### src/rtl/wb_memtest.sv
// Wishbone classic memory tester: writes an LFSR pattern over WORDS words, reads it back,
// and reports mismatches, the first failing address, and missing acks.
module wb_memtest #(
    parameter logic [24:0] BASE    = 25'h0000000,
    parameter int unsigned WORDS   = 1024,
    parameter logic [31:0] SEED    = 32'h1234_5678,
    parameter int unsigned TIMEOUT = 4096,
    parameter int unsigned GAP     = 2
) (
    input  logic        wb_clk_i,
    input  logic        wb_rst_ni,
    input  logic        start,
    output logic        busy,
    output logic        done,
    output logic        pass,
    output logic        timeout,
    output logic [15:0] err_count,
    output logic [24:0] first_err_adr,
    output logic [24:0] wb_adr_o,
    output logic [31:0] wb_dat_o,
    input  logic [31:0] wb_dat_i,
    output logic        wb_we_o,
    output logic [3:0]  wb_sel_o,
    output logic        wb_stb_o,
    output logic        wb_cyc_o,
    input  logic        wb_ack_i
);

    localparam logic [24:0] BASE_ADR = {BASE[24:2], 2'b00};
    localparam logic [31:0] POLY     = 32'h8020_0003;
    localparam int          CW       = 24;
    localparam int          TW       = $clog2(TIMEOUT + 1);
    localparam int          GW       = $clog2(GAP + 1);
    localparam logic [CW-1:0] WORDS_N      = CW'(WORDS);
    localparam logic [TW-1:0] TIMEOUT_LAST = TW'(TIMEOUT - 1);
    localparam logic [GW-1:0] GAP_LAST     = GW'(GAP - 1);

    typedef enum logic [2:0] {IDLE, WR_REQ, WR_GAP, RD_REQ, RD_GAP, FINISH} state_t;

    state_t          state;
    state_t          next_state;
    logic [24:0]     adr;
    logic [31:0]     lfsr;
    logic [CW-1:0]   word_cnt;
    logic [TW-1:0]   wait_cnt;
    logic [GW-1:0]   gap_cnt;
    logic            in_req;
    logic            in_gap;
    logic            acked;
    logic            expired;
    logic            gap_end;
    logic            last_word;

    function automatic logic [31:0] lfsr_step(input logic [31:0] v);
        return (v >> 1) ^ (v[0] ? POLY : 32'h0);
    endfunction

    // Bus strobes come straight from the state register so reset drops them asynchronously.
    assign in_req    = (state == WR_REQ) || (state == RD_REQ);
    assign in_gap    = (state == WR_GAP) || (state == RD_GAP);
    assign acked     = in_req && wb_ack_i;
    assign expired   = in_req && !wb_ack_i && (wait_cnt == TIMEOUT_LAST);
    assign gap_end   = (gap_cnt == GAP_LAST);
    assign last_word = (word_cnt == WORDS_N);

    assign wb_cyc_o = in_req;
    assign wb_stb_o = in_req;
    assign wb_we_o  = (state == WR_REQ);
    assign wb_sel_o = 4'hF;
    assign wb_adr_o = adr;
    assign wb_dat_o = (state == WR_REQ) ? lfsr : 32'h0;

    always_ff @(posedge wb_clk_i or negedge wb_rst_ni) begin
        if (!wb_rst_ni)
            state <= IDLE;
        else
            state <= next_state;
    end

    always_comb begin
        next_state = state;
        case (state)
            IDLE:    if (start) next_state = WR_REQ;
            WR_REQ:  if (acked) next_state = WR_GAP;
                     else if (expired) next_state = FINISH;
            WR_GAP:  if (gap_end) next_state = last_word ? RD_REQ : WR_REQ;
            RD_REQ:  if (acked) next_state = RD_GAP;
                     else if (expired) next_state = FINISH;
            RD_GAP:  if (gap_end) next_state = last_word ? FINISH : RD_REQ;
            FINISH:  next_state = IDLE;
            default: next_state = IDLE;
        endcase
    end

    always_ff @(posedge wb_clk_i or negedge wb_rst_ni) begin
        if (!wb_rst_ni) begin
            adr           <= '0;
            lfsr          <= '0;
            word_cnt      <= '0;
            wait_cnt      <= '0;
            gap_cnt       <= '0;
            busy          <= 1'b0;
            done          <= 1'b0;
            pass          <= 1'b0;
            timeout       <= 1'b0;
            err_count     <= '0;
            first_err_adr <= '0;
        end else begin
            wait_cnt <= in_req ? wait_cnt + 1'b1 : '0;
            gap_cnt  <= in_gap ? gap_cnt + 1'b1 : '0;
            case (state)
                IDLE: begin
                    if (start) begin
                        adr           <= BASE_ADR;
                        lfsr          <= SEED;
                        word_cnt      <= '0;
                        err_count     <= '0;
                        first_err_adr <= '0;
                        timeout       <= 1'b0;
                        done          <= 1'b0;
                        pass          <= 1'b0;
                        busy          <= 1'b1;
                    end
                end
                WR_REQ: begin
                    if (acked) begin
                        lfsr     <= lfsr_step(lfsr);
                        adr      <= adr + 25'd4;
                        word_cnt <= word_cnt + 1'b1;
                    end else if (expired) begin
                        timeout <= 1'b1;
                    end
                end
                WR_GAP: begin
                    if (gap_end && last_word) begin
                        adr      <= BASE_ADR;
                        lfsr     <= SEED;
                        word_cnt <= '0;
                    end
                end
                RD_REQ: begin
                    if (acked) begin
                        // Only the very first mismatch latches its address.
                        if (wb_dat_i != lfsr) begin
                            if (err_count != 16'hFFFF) err_count <= err_count + 16'd1;
                            if (err_count == 16'h0000) first_err_adr <= adr;
                        end
                        lfsr     <= lfsr_step(lfsr);
                        adr      <= adr + 25'd4;
                        word_cnt <= word_cnt + 1'b1;
                    end else if (expired) begin
                        timeout <= 1'b1;
                    end
                end
                FINISH: begin
                    busy <= 1'b0;
                    done <= 1'b1;
                    pass <= (err_count == 16'h0000) && !timeout;
                end
                default: ;
            endcase
        end
    end

endmodule

### config.mk
export PLATFORM = sky130hd
export DESIGN_NAME = wb_memtest
export DESIGN_NICKNAME = d
export VERILOG_FILES = /design/src/rtl/wb_memtest.sv
export SDC_FILE = /design/constraint.sdc
export NUM_CORES = 1
export LEC_CHECK = 0
export ABC_AREA = 1
export BUFFER_PORTS_ARGS = -buffer_cell sky130_fd_sc_hd__buf_2
export CAP_MARGIN = 10
export CORE_UTILIZATION = 40
export CTS_CLUSTER_DIAMETER = 150
export DETAILED_ROUTE_END_ITERATION = 6
export SYNTH_ARGS = -nofsm -noshare
export SYNTH_HDL_FRONTEND = slang
export SYNTH_SLANG_ARGS = --single-unit
### constraint.sdc
create_clock -name wb_clk_i -period 1.7 [get_ports wb_clk_i]
set_input_delay 0 -clock wb_clk_i [delete_from_list [all_inputs] [get_ports wb_clk_i]]
set_output_delay 0 -clock wb_clk_i [all_outputs]
set_load 0.05 [all_outputs]
==> qor.txt, run 1 <==
status - complete, but fails checks
failing checks - negative setup slack
grt ovf - 0
via count - 9258
post-DR wirelength/cell - 16.77 um
Setup Viol. Count Final - 150
Synth top area share - 40.83%
commonest non-fill, non-tap cell in the layout - nand2_1
DP Area - 10750 um2
Final ANT Viol Nets - 0
CTS H-tree depth - 4
setup_tns - -17.28 ns
Vias/cell - 5.161
total of max-cap violations - 0
unrepaired setup endpoints after global routing - yes
initial DRC count - 573
area grow syn2layout - 58.49%
Synth cell types - 39
Layout Nets - 1549
met3 Use GR - 5.491%
DR pass1 iterations - 5
yosys warns - 0
Min Clock Period, post-route - 1.929 ns
ANT cells - 0
Req. time, crit path - 1.70 ns
CP Data Arrival Time - 1.93 ns
Slowest-stage cell, CP - dfrtp_2
vias in the first global route - 8745
CTS tree - done
cell count after synthesis - 1180
top cells by area, synth - dfrtp_1 41%, nand2_1 14%, nor2_1 9.3%, inv_1 5.2%, nand4_1 5.1%
initial core utilization - 40.82%
fin crit share - 113.5%
Syn Area/Cell - 7.272 um2
gr busiest metal - met2
buffer and inverter count on the worst path - 6
CTS Buf Count - 17
Die X - 148.5 um
Cell Rows - 53
finished layout cell area - 13600 um2
CTS Buffer Depth - 2
initial antenna violation count - 0
FF+latch count, synth - 140
Port Buf Inserts - 136
Final Worst Setup Slack - -0.2289 ns
Crit Path Max Fanout - 7
Placed Cells - 1697
Hold WS - 0.02449 ns
f_max - 0.5184 GHz
Tot Pwr - 21.73 mW
CP peak stage delay - 0.45 ns
largest net degree at the start of global routing - 38
Setup Slack @ Placement - -0.3465 ns
sequence of cells on the critical path - buf_6 -> nor2_4 -> inv_2 -> buf_6 -> nor2_4 -> inv_4 -> buf_16 -> nor2_4 -> buf_6
Root Buffer - clkbuf_16
cell taking the most area after synthesis - dfrtp_1
most frequent cells in the layout - 232 x nand2_1, 165 x nor2_1, 153 x buf_4
gpl congestion - 0.9263
CTS Sinks - 140
CP Capture Type - output pin
die area - 22040 um2
first-pass GRT wire length - 45230 um
ratio of cells with drive above 1 in the final layout - 42.07%
Hold Path Class - input port to flop
Die H - 148.5 um
Seq/Total Area, Yosys - 40.83%
num ports - 145
mapped cell area - 8581 um2
Final Skew - 0.01123 ns
crit-path leading delay family - buffers and inverters
Slew Viols, Final - 0
final hold vios - 0
Layout Cells excl Fill - 1794
GR met2 Demand/Resource - 43.74%
VDD IR max - 0.8375 mV
core area - 21020 um2
Lkg Pwr - 6.661 nW
clock-pin slew on the worst setup and hold paths - 0.06 ns
Critical Path Start Type - flop
DPL Wire Length - 17590 um
met1 global-route usage - 34.58%
clock latency on the worst-skew pair - 0.43 ns
Total Wirelength - 30080 um
DRC - 0
pwr dens - 1598 nW/um2
gr usage total - 26.57%
critical path class - flop to output pin
post-layout util - 64.69%
[layer usage]
| layer | wire [um] | vias up |
|---|---|---|
| met5 | 0 | - |
| met4 | 770 | 0 |
| met3 | 1590 | 71 |
| met2 | 14940 | 295 |
| met1 | 12780 | 4468 |
| li1 | - | 4424 |
[logic make-up after synthesis]
kind of cell,share of synthesized area [%]
simple gates,33.54
buf+inv,9.959
compound gates,7.830
flops,40.83
fa+ha+maj,1.021
other cells,0.08752
xor+xnor,6.737
[cells in the mapped netlist (all sizes together)]
cell and n:
ha 7, xnor2 21, nor4 1, clkinv 2
nand2 325, xor2 45, nor3 29, nor2 215
a31oi 1, o22ai 1, clkbuf 14, o211a 1
buf 42, nand4 71, nor3b 3, conb 2
a21oi 18, inv 126, a22oi 6, o21ai 72
dfrtp 140, o21a 1, o31ai 1, nand3 35
and3 1
[report_power, final]
part	internal [mW]	switching [mW]	leakage [nW]	total [mW]
Clock	2.28	1.64	0.293	3.92
Combinational	6.13	7.48	4.53	13.6
Sequential	3.80	0.394	1.84	4.19
Total	12.2	9.52	6.66	21.7
[cell type report]
class / count / area, um2
Tap cell: 275 / 344.1
Timing Repair Buffer: 356 / 3456
Fill cell: 1689 / 7422
Clock inverter: 13 / 156.4
Sequential cell: 140 / 3530
Clock buffer: 19 / 452.9
Inverter: 128 / 491.7
Multi-Input combinational cell: 863 / 5169
[path summary, 6_finish.rpt]
check,startpoint,end,slack (ns),cells after the start
hold / removal,start,busy$_DFFE_PN0P_,0.02,4
min in group asynchronous,wb_rst_ni,lfsr[8]$_DFFE_PN0P_,0.05,2
setup / recovery,state[2]$_DFFE_PN0P_,wb_dat_o[21],-0.23,9
max in group asynchronous,wb_rst_ni,err_count[11]$_DFFE_PN0P_,1.01,3
setup reg to reg,word_cnt[9]$_DFFE_PN0P_,wb_adr_o[11]$_DFFE_PN0P_,-0.21,12
hold reg to reg,gap_cnt[0]$_DFF_PN0_,gap_cnt[0]$_DFF_PN0_,0.43,1
[worst register-to-register path, cell delays in order (launching register included)]
cell and delay (ns):
dfrtp_1 0.40, inv_2 0.06, nand4_1 0.16, nor2_2 0.20, nand3_4 0.10, o21ai_4 0.20
nand2_4 0.12, inv_8 0.11, buf_12 0.14, buf_8 0.13, buf_16 0.12, nand2_2 0.04
o21ai_1 0.06
[repair_timing]
action                                  in CTS  in global routing
buffers inserted                            25                 17
pin swaps                                   55                 32
hold buffers                                 2                  0
hold endpoints to repair                   141                  0
gates resized for setup                    242                143
cloned                                      23                  6
endpoints found under the setup margin     154                155
[flip-flops by register name, summed over array words and instances (netlist names), 2 cells and up]
signal	cells
word_cnt	24
lfsr	32
err_count	16
wait_cnt	13
wb_adr_o	23
gap_cnt	2
state	3
first_err_adr	23
Note: power is estimated with default switching activity, not from simulation.
==> run 2, diff against run 1 <==
- ABC_AREA: 1 -> 0
==> run 2 against run 1 <==
Effect of this change:
- the flow still finishes with violations (negative setup slack)
- via count fell by 19%
- utilization rose by 0.95 points
- cell count fell by 26%
- die area fell by 14%
- design area fell by 13%
- worst setup slack got worse by 0.25 ns
- critical path type is now flop to flop
==> qor.txt, run 2 <==
largest net degree at the start of global routing - 58
Synth top area share - 47.42%
gr usage total - 25.89%
initial core utilization - 40.99%
Vias/cell - 5.617
mapped cell area - 7388 um2
total of max-cap violations - 0
critical path class - flop to flop
commonest non-fill, non-tap cell in the layout - buf_4
CTS H-tree depth - 4
Cell Rows - 49
failing checks - negative setup slack
DRC - 0
unrepaired setup endpoints after global routing - yes
core area - 18020 um2
CTS Buf Count - 17
clock-pin slew on the worst setup and hold paths - 0.07 ns
vias in the first global route - 7117
switching power - 7.967 mW
Reg with most FFs - lfsr
Req. time, crit path - 2.01 ns
cell taking the most area after synthesis - dfrtp_1
top flop regs - lfsr (32), word_cnt (24)
finished layout cell area - 11830 um2
Total Wirelength - 24790 um
sequential power share - 21.6%
DR pass1 iterations - 5
reg-to-reg endpoint - err_count[3]$_DFFE_PN0P_
Final Skew - 0.01346 ns
Root Buffer - clkbuf_16
Synth cell types - 57
Final ANT Viol Nets - 0
VDD IR max - 1.338 mV
Worst R2R Setup Slack - -0.48 ns
FF+latch area - 3540 um2
status - complete, but fails checks
async set-reset flop share out of synthesis - 100.0%
area of the multi-input gates - 4295 um2
most frequent cells in the layout - 144 x buf_4, 115 x dfrtp_1, 100 x buf_2
CTS Sinks - 140
area grow syn2layout - 60.13%
GR met2 Demand/Resource - 42.06%
Register-to-Register Path Depth - 9
Lkg Pwr - 5.553 nW
combinational share of power - 57.2%
final hold vios - 0
via count - 7482
DPL Wire Length - 14530 um
clock latency on the worst-skew pair - 0.43 ns
Clk pwr share - 21.2%
Setup Viol. Count Final - 148
Fill cells - 1401
crit path from - lfsr[7]$_DFFE_PN0P_
top-count cell post-synth - dfrtp_1
cell count after synthesis - 800
num ports - 145
relative slew slack - 65.36%
Switching Share - 41.59%
Critical Path Start Type - flop
CTS tree - done
fin crit share - 128.4%
Int Pwr - 11.19 mW
top cells by area, synth - dfrtp_1 47%, o21ai_0 7.7%, nand2_1 4.4%, and3_1 4.4%, xor2_1 4.4%
post-layout util - 65.64%
Post-synth EDFFs - 0
gpl congestion - 0.8581
pwr dens - 1619 nW/um2
Die X - 137.9 um
met3 Use GR - 6.031%
RR Startpoint - lfsr[7]$_DFFE_PN0P_
Layout Nets - 1133
ratio of cells with drive above 1 in the final layout - 49.05%
Final Worst Setup Slack - -0.4831 ns
CP Data Arrival Time - 2.49 ns
CP Capture Type - flop
gr busiest metal - met2
FF+latch count, synth - 140
Synth top cells by count - 140 x dfrtp_1, 114 x o21ai_0, 87 x nand2_1, 52 x and3_1, 46 x nor2_1
grt ovf - 0
Synth Flop Type - dfrtp_1
Seq/Total Area, Yosys - 47.42%
number of flip-flops in the largest register - 32
Syn Area/Cell - 9.235 um2
first-pass GRT wire length - 37330 um
Die H - 137.9 um
initial DRC count - 513
Min Clock Period, post-route - 2.183 ns
Crit Path Max Fanout - 6
die area - 19020 um2
Hold WS - 0.06645 ns
initial antenna violation count - 0
DP Area - 9480 um2
f_max - 0.4581 GHz
Hold Path Class - input port to async pin
Slew Viols, Final - 0
CTS Buffer Depth - 2
worst slew pin tran - 0.5197 ns
Placed Cells - 1261
ANT cells - 0
post-DR wirelength/cell - 18.61 um
Port Buf Inserts - 136
Layout Cells excl Fill - 1332
yosys warns - 0
met1 global-route usage - 33.00%
Tot Pwr - 19.16 mW
==> run 2: cell families (layout without fill, tap and decap cells) <==
family          after synthesis  count (layout)  synth area share (%)
buf+inv                      78             374                 5.165
simple gates                301             302                 21.29
mux                           4               4                0.5589
compound gates              224             224                 19.07
xor+xnor                     44              44                 5.216
other cells                   2               8                0.1016
flops                       140             140                 47.42
fa+ha+maj                     7               7                 1.185
==> run 2: worst max path at each step <==
stage          slack [ns]  depth (start not counted)                             to
2_1_floorplan       -0.30                          9       err_count[1]$_DFFE_PN0P_
3_3_place_gp        -0.46                          8       err_count[0]$_DFFE_PN0P_
3_5_place_dp        -0.49                          8       err_count[0]$_DFFE_PN0P_
4_1_cts             -0.41                          8  first_err_adr[12]$_DFFE_PN0P_
5_1_grt             -0.60                          8       err_count[0]$_DFFE_PN0P_
6_report            -0.48                          9       err_count[3]$_DFFE_PN0P_
==> run 2: what timing repair did <==
item / 4_1_cts / 5_1_grt
hold endpoints to repair: 142 / 0
setup buffers: 19 / 9
setup endpoints to repair: 153 / 154
resized for setup: 224 / 95
pin swaps: 39 / 38
gates cloned: 12 / 6
hold buffers: 2 / 0
==> run 2: final cells by class <==
type	count	area share (%)
Multi-Input combinational cell	589	36.31
Sequential cell	140	29.92
Timing Repair Buffer	328	25.47
Clock buffer	17	3.596
Tap cell	229	2.422
Clock inverter	15	1.777
Inverter	14	0.5182
==> run 2: power groups by stage <==
stage / clock [mW] / combinational, mW / sequential [mW]
floorplan: 0 / 4.24 / 4.42
global placement: 0 / 6.64 / 4.15
detailed placement: 0 / 6.67 / 4.16
CTS: 4.12 / 9.80 / 4.11
global route: 4.27 / 11.5 / 4.18
finish: 4.06 / 11.0 / 4.14
==> run 2: per-layer routing <==
| layer | part of all wire, % | wire length (um) | vias up |
|---|---|---|---|
| li1 | - | - | 3475 |
| met1 | 42 | 10510 | 3643 |
| met2 | 48 | 11950 | 299 |
| met3 | 6.1 | 1504 | 65 |
| met4 | 3.3 | 823 | 0 |
| met5 | 0 | 0 | - |
==> run 2: through the flow <==
step                TNS [ns]  setup slack [ns]
global route          -62.56           -0.5995
finish                -47.12           -0.4831
CTS                   -41.99           -0.4051
global placement      -37.49           -0.4613
floorplan             -15.77           -0.2995
detailed placement    -40.28           -0.4948
==> run 2: critical path: stages, from the launching register on <==
cell	delay, ns
dfrtp_1	0.40
xor2_1	0.18
nor4_2	0.34
nand4_1	0.21
nor4_4	0.33
buf_6	0.17
nand2b_4	0.13
buf_6	0.12
buf_4	0.11
o31ai_1	0.05
